$ cat src/rtl/instruction_decode.sv
// ID stage: register file, opcode/funct decode, jump/register redirect to fetch, ID/EX pipeline register.
// Optional REGFILE_DEBUG_EN adds an unbypassed debug read port (in_debug_addr/out_debug_data).
module instruction_decode #(
  parameter int len     = 32,
  parameter int NB_ADDR = 5
) (
  input  logic               clk,
  input  logic               reset,
  input  logic [len-1:0]     in_instruction,
  input  logic [len-1:0]     in_pc_branch,
  input  logic               in_stall,
  input  logic               in_flush,
  input  logic               in_wb_enable,
  input  logic [NB_ADDR-1:0] in_wb_addr,
  input  logic [len-1:0]     in_wb_data,
  output logic [2:0]         out_pc_src,
  output logic [len-1:0]     out_pc_jump,
  output logic [len-1:0]     out_pc_register,
  output logic [len-1:0]     out_pc_branch,
  output logic [len-1:0]     out_reg_a,
  output logic [len-1:0]     out_reg_b,
  output logic [len-1:0]     out_sign_ext,
  output logic [NB_ADDR-1:0] out_rs,
  output logic [NB_ADDR-1:0] out_rt,
  output logic [NB_ADDR-1:0] out_rd,
  output logic [5:0]         out_opcode,
  output logic [5:0]         out_funct,
  output logic               out_reg_write,
  output logic               out_mem_read,
  output logic               out_mem_write,
  output logic               out_mem_to_reg,
  output logic               out_alu_src,
  output logic               out_branch,
  output logic               out_link
`ifdef REGFILE_DEBUG_EN
  ,
  input  logic [NB_ADDR-1:0] in_debug_addr,
  output logic [len-1:0]     out_debug_data
`endif
);

  typedef enum logic [5:0] {
    OP_RTYPE = 6'h00,
    OP_J     = 6'h02,
    OP_JAL   = 6'h03,
    OP_BEQ   = 6'h04,
    OP_BNE   = 6'h05,
    OP_ANDI  = 6'h0C,
    OP_ORI   = 6'h0D,
    OP_XORI  = 6'h0E
  } opcode_e;

  typedef enum logic [5:0] {
    FN_JR   = 6'h08,
    FN_JALR = 6'h09
  } funct_e;

  typedef enum logic [2:0] {
    PC_SEQ  = 3'b000,
    PC_JUMP = 3'b001,
    PC_REG  = 3'b100
  } pc_src_e;

  logic [len-1:0]     regs [2**NB_ADDR];

  logic [5:0]         opcode;
  logic [5:0]         funct;
  logic [NB_ADDR-1:0] rs;
  logic [NB_ADDR-1:0] rt;
  logic [NB_ADDR-1:0] rd_field;
  logic [15:0]        imm;

  logic [len-1:0]     rs_val;
  logic [len-1:0]     rt_val;
  logic [len-1:0]     imm_ext;
  logic [NB_ADDR-1:0] rd_sel;

  logic c_reg_write, c_mem_read, c_mem_write, c_mem_to_reg, c_alu_src, c_branch, c_link;
  logic bubble;

  assign opcode   = in_instruction[31:26];
  assign rs       = in_instruction[25:21];
  assign rt       = in_instruction[20:16];
  assign rd_field = in_instruction[15:11];
  assign funct    = in_instruction[5:0];
  assign imm      = in_instruction[15:0];
  assign bubble   = in_stall || in_flush;

  // Same-cycle write-back is forwarded so the ID stage never reads stale data.
  always_comb begin
    rs_val = regs[rs];
    rt_val = regs[rt];
    if (rs == '0)
      rs_val = '0;
    else if (in_wb_enable && in_wb_addr == rs)
      rs_val = in_wb_data;
    if (rt == '0)
      rt_val = '0;
    else if (in_wb_enable && in_wb_addr == rt)
      rt_val = in_wb_data;
  end

  always_comb begin
    if (opcode == OP_ANDI || opcode == OP_ORI || opcode == OP_XORI)
      imm_ext = {{(len-16){1'b0}}, imm};
    else
      imm_ext = {{(len-16){imm[15]}}, imm};
  end

  always_comb begin
    c_reg_write  = 1'b0;
    c_mem_read   = 1'b0;
    c_mem_write  = 1'b0;
    c_mem_to_reg = 1'b0;
    c_alu_src    = 1'b0;
    c_branch     = 1'b0;
    c_link       = 1'b0;
    rd_sel       = rt;
    if (opcode == OP_RTYPE) begin
      rd_sel      = rd_field;
      c_reg_write = (funct != FN_JR);
      c_link      = (funct == FN_JALR);
    end else if (opcode inside {[6'h08:6'h0F]}) begin
      c_alu_src   = 1'b1;
      c_reg_write = 1'b1;
    end else if (opcode inside {[6'h20:6'h25]}) begin
      c_mem_read   = 1'b1;
      c_mem_to_reg = 1'b1;
      c_alu_src    = 1'b1;
      c_reg_write  = 1'b1;
    end else if (opcode inside {[6'h28:6'h2B]}) begin
      c_mem_write = 1'b1;
      c_alu_src   = 1'b1;
    end else if (opcode == OP_BEQ || opcode == OP_BNE) begin
      c_branch = 1'b1;
    end else if (opcode == OP_JAL) begin
      c_reg_write = 1'b1;
      c_link      = 1'b1;
      rd_sel      = NB_ADDR'(31);
    end
  end

  // Fetch redirect is combinational; a bubbled instruction must not redirect.
  always_comb begin
    out_pc_src = PC_SEQ;
    if (!bubble) begin
      if (opcode == OP_J || opcode == OP_JAL)
        out_pc_src = PC_JUMP;
      else if (opcode == OP_RTYPE && (funct == FN_JR || funct == FN_JALR))
        out_pc_src = PC_REG;
    end
  end

  assign out_pc_jump     = {in_pc_branch[len-1:len-4], in_instruction[25:0], 2'b00};
  assign out_pc_register = rs_val;

  always_ff @(posedge clk) begin
    if (!reset)
      regs <= '{default: '0};
    else if (in_wb_enable && in_wb_addr != '0)
      regs[in_wb_addr] <= in_wb_data;
  end

  always_ff @(posedge clk) begin
    if (!reset) begin
      out_pc_branch  <= '0;
      out_reg_a      <= '0;
      out_reg_b      <= '0;
      out_sign_ext   <= '0;
      out_rs         <= '0;
      out_rt         <= '0;
      out_rd         <= '0;
      out_opcode     <= '0;
      out_funct      <= '0;
      out_reg_write  <= 1'b0;
      out_mem_read   <= 1'b0;
      out_mem_write  <= 1'b0;
      out_mem_to_reg <= 1'b0;
      out_alu_src    <= 1'b0;
      out_branch     <= 1'b0;
      out_link       <= 1'b0;
    end else begin
      out_pc_branch  <= in_pc_branch;
      out_reg_a      <= rs_val;
      out_reg_b      <= rt_val;
      out_sign_ext   <= imm_ext;
      out_rs         <= rs;
      out_rt         <= rt;
      out_rd         <= rd_sel;
      out_opcode     <= opcode;
      out_funct      <= funct;
      out_reg_write  <= c_reg_write  && !bubble;
      out_mem_read   <= c_mem_read   && !bubble;
      out_mem_write  <= c_mem_write  && !bubble;
      out_mem_to_reg <= c_mem_to_reg && !bubble;
      out_alu_src    <= c_alu_src    && !bubble;
      out_branch     <= c_branch     && !bubble;
      out_link       <= c_link       && !bubble;
    end
  end

`ifdef REGFILE_DEBUG_EN
  assign out_debug_data = regs[in_debug_addr];
`endif

endmodule

$ cat config.mk
export PLATFORM = sky130hd
export DESIGN_NAME = instruction_decode
export DESIGN_NICKNAME = d
export VERILOG_FILES = /design/src/rtl/instruction_decode.sv
export SDC_FILE = /design/constraint.sdc
export NUM_CORES = 2
export LEC_CHECK = 0
export CORE_MARGIN = 2
export CORE_UTILIZATION = 50
export DETAILED_ROUTE_END_ITERATION = 6
export PLACE_DENSITY = 0.69
export SETUP_SLACK_MARGIN = 0.2
export SLEW_MARGIN = 25
export SYNTH_ARGS = -nofsm -noshare
export SYNTH_HDL_FRONTEND = slang
export SYNTH_SLANG_ARGS = --single-unit
$ cat constraint.sdc
create_clock -name clk -period 2.7 [get_ports clk]
set_input_delay 0.405 -clock clk [delete_from_list [all_inputs] [get_ports clk]]
set_output_delay 0.405 -clock clk [all_outputs]
set_load 0.1 [all_outputs]
==> metrics.md <==
| Metric | Value |
|---|---|
| First-pass detailed-route iteration total | `6` |
| Post-synth ARST share | `0%` |
| CTS Sinks | `1164` |
| Fin worst setup slack | `-0.560 ns` |
| Initial Utilization | `50.6%` |
| First-pass GRT wire length | `365 mm` |
| Clock slew seen by the registers of the worst setup and hold paths | `0.06 ns` |
| Pleak | `26.7 nW` |
| Power Dens Cells | `585 nW/um^2` |
| CP cell instances | `mux4_2 > mux4_2 > nor2b_4 > a211oi_2 > o21bai_4 > nor2_4 > buf_12` |
| Hold_sp | `reset` |
| Nets | `7006` |
| Register area | `23500 sq um` |
| Design area | `74900 sq um` |
| Final setup violation count | `32` |
| Most common cell after layout, fill and taps aside | `nand2_1` |
| Critical Path AT | `2.86 ns` |
| CTS tree | `built` |
| Post-route ant nets | `0` |
| Multi-input combinational cell area | `34200 sq um` |
| Max reg flops | `1024` |
| Hold Buf Count CTS | `0` |
| FILL cells | `9065` |
| Row count | `125` |
| DRC | `0` |
| Clock buffer depth | `3` |
| Initial DRC count | `8637` |
| Worst Setup SP | `regs[806]$_SDFFE_PN0P_` |
| Chip width | `347 microns` |
| IO Count | `335` |
| Final GP Congestion | `0.982` |
| Critical path's top delay family | `multiplexers` |
| Via count | `56400` |
| CTS Buf Count | `132` |
| Final hold violation count | `0` |
| Crit-path slowest cell | `mux4_2` |
| P&R area growth vs syn | `27.0%` |
| Routed WL | `256 mm` |
| WP buf/inv | `1` |
| Yosys cell types | `60` |
| Root buf cell | `clkbuf_16` |
| WP data required | `2.30 ns` |
| Placed cells | `8203` |
| Total grt overflow | `0` |
| Power consumption | `43.8 mW` |
| WL/cell | `30.0 microns` |
| Most frequent cells in the layout | `nand2_1 (2024), dfxtp_1 (996), a21boi_0 (992)` |
| Max VDD drop | `0.000640 V` |
| DIE AREA | `121000 sq um` |
| Placed cell areas | `67900 sq um` |
| Vias per cell | `6.62` |
| Biggest register | `regs` |
| Post-Syn Area | `59000 sq um` |
| Ys Warns | `0` |
| Vias in the first global route | `53700` |
| Flops & latches, synth | `1164` |
| Syn avg cell area | `9.01 sq um` |
| CP endpoint kind | `output pin` |
| DP Wirelength | `162 mm` |
| Minimum clock period | `3.26 ns` |
| Layout cells sized above 1 | `26.8%` |
| IO buf count | `331` |
| Status | `finished, violations left` |
| Hold/Removal Path Class | `primary input to register` |
| Final Skew | `0.0265 ns` |
| Max_slew headroom | `9.23%` |
| CP dominant cell by count | `mux4_2` |
| Top FF cell, synth | `dfxtp_1` |
| Register area share after synthesis | `39.5%` |
| Fmax achieved | `307 MHz` |
| Core area | `117000 sq um` |
| Worst slew pin tran | `1.36 ns` |
| RSZ-0062 raised after global routing | `true` |
| Die Y | `347 microns` |
| CP startpoint kind | `register` |
| Fin util | `64.3%` |
| Largest net degree at the start of global routing | `267` |
| Crit share post-route | `121%` |
| Crit Path Max Fanout | `3` |
| Delay of the slowest critical-path stage | `0.50 ns` |
| H-tree depth | `4` |
| Setup CP Type | `register to output pin` |
| Worst skew pair latency | `0.77 ns` |
| Max Cap Violations | `0` |
| Fin cells | `8527` |
| Gr usage total | `41.0%` |
| Failing checks | `negative setup slack` |
| Antenna violations before repair | `9` |
| Post-synth EDFFs | `0` |
| Slew Viols, Final | `0` |
| R2r startpoint | `regs[806]$_SDFFE_PN0P_` |
| Synth Instances | `6543` |
-- through the flow --
step	worst slack (ns)	TNS, ns	hold WS [ns]
floorplan	-0.0891	-0.258	0.440
global route	-0.594	-9.32	0.0317
detailed placement	-1.08	-28.01	0.459
CTS	-0.531	-7.41	0.00754
finish	-0.560	-8.34	0.0283
global placement	-1.04	-25.35	0.459
-- what timing repair did --
item                                    CTS  global route
endpoints found under the setup margin   33            33
gates resized for setup                 287           125
pin swaps                                57            42
cloned                                    4             3
buffers inserted                         46            34
-- path summary, 6_finish.rpt --
check,cells past startpoint,endpoint,slack (ns)
min,2,regs[394]$_SDFFE_PN0P_,0.03
max reg2reg,6,out_reg_a[6]$_SDFF_PN0_,0.65
min reg2reg,2,regs[50]$_SDFFE_PN0P_,0.47
max,7,out_pc_register[6],-0.56
-- cell type report --
class | count | share of cell area (%)
Clock inverter | 44 | 0.999
Sequential cell | 1164 | 31.4
Clock buffer | 192 | 5.27
Timing Repair Buffer | 949 | 14.1
Inverter | 2 | 0.0117
Tap cell | 1524 | 2.55
Antenna cell | 1 | 0.00334
Multi-Input combinational cell | 4651 | 45.7
-- cell usage after synthesis, drive strengths merged (7+ instances only) --
| cell | number | area [sq um] |
|---|---|---|
| o211ai | 30 | 225 |
| nor3 | 11 | 55.1 |
| a211oi | 11 | 103 |
| a21oi | 92 | 460 |
| a31oi | 7 | 43.8 |
| and3 | 11 | 68.8 |
| a22oi | 160 | 1200 |
| nor2 | 107 | 402 |
| nor4 | 21 | 131 |
| a211o | 27 | 236 |
| dfxtp | 1164 | 23300 |
| o21ai | 74 | 370 |
| a221oi | 32 | 280 |
| buf | 189 | 1250 |
| mux2 | 29 | 327 |
| mux4 | 358 | 8080 |
| clkbuf | 539 | 2040 |
| o22ai | 71 | 444 |
| nand3 | 36 | 180 |
| nand2b | 9 | 56.3 |
| nor2b | 17 | 106 |
| nand4 | 8 | 50.1 |
| xor2 | 9 | 78.8 |
| and2 | 108 | 676 |
| nand2 | 2060 | 7730 |
| mux2i | 322 | 3220 |
| a21boi | 995 | 7470 |
| o221a | 7 | 78.8 |
-- report_power, final --
group	switching, mW	leakage [nW]	internal (mW)	total, mW
clock	7.71	2.30	11.9	19.6
combinational	4.35	14.9	2.32	6.68
sequential	0.149	9.50	17.4	17.6
total	12.2	26.7	31.6	43.8
-- logic make-up after synthesis --
kind of cell	count (synthesis)	synth area share (%)
AOI/OAI and AO/OA	1520	18.7
xor gates and xnor gates	11	0.163
buffers and inverters	730	5.59
DFF	1164	39.5
muxes	709	19.7
other	1	0.00636
and+or+nand+nor	2408	16.3
-- metal layers --
| metal | vias to the layer above | global-route usage (%) | part of all wire [%] |
|---|---|---|---|
| met4 | 12 | 29.0 | 8.3 |
| met5 | - | 0 | 0.10 |
| met2 | 4566 | 58.7 | 42 |
| li1 | 23400 | - | - |
| met1 | 27200 | 51.3 | 36 |
| met3 | 1257 | 14.4 | 14 |
(Power assumes the default switching activity.)
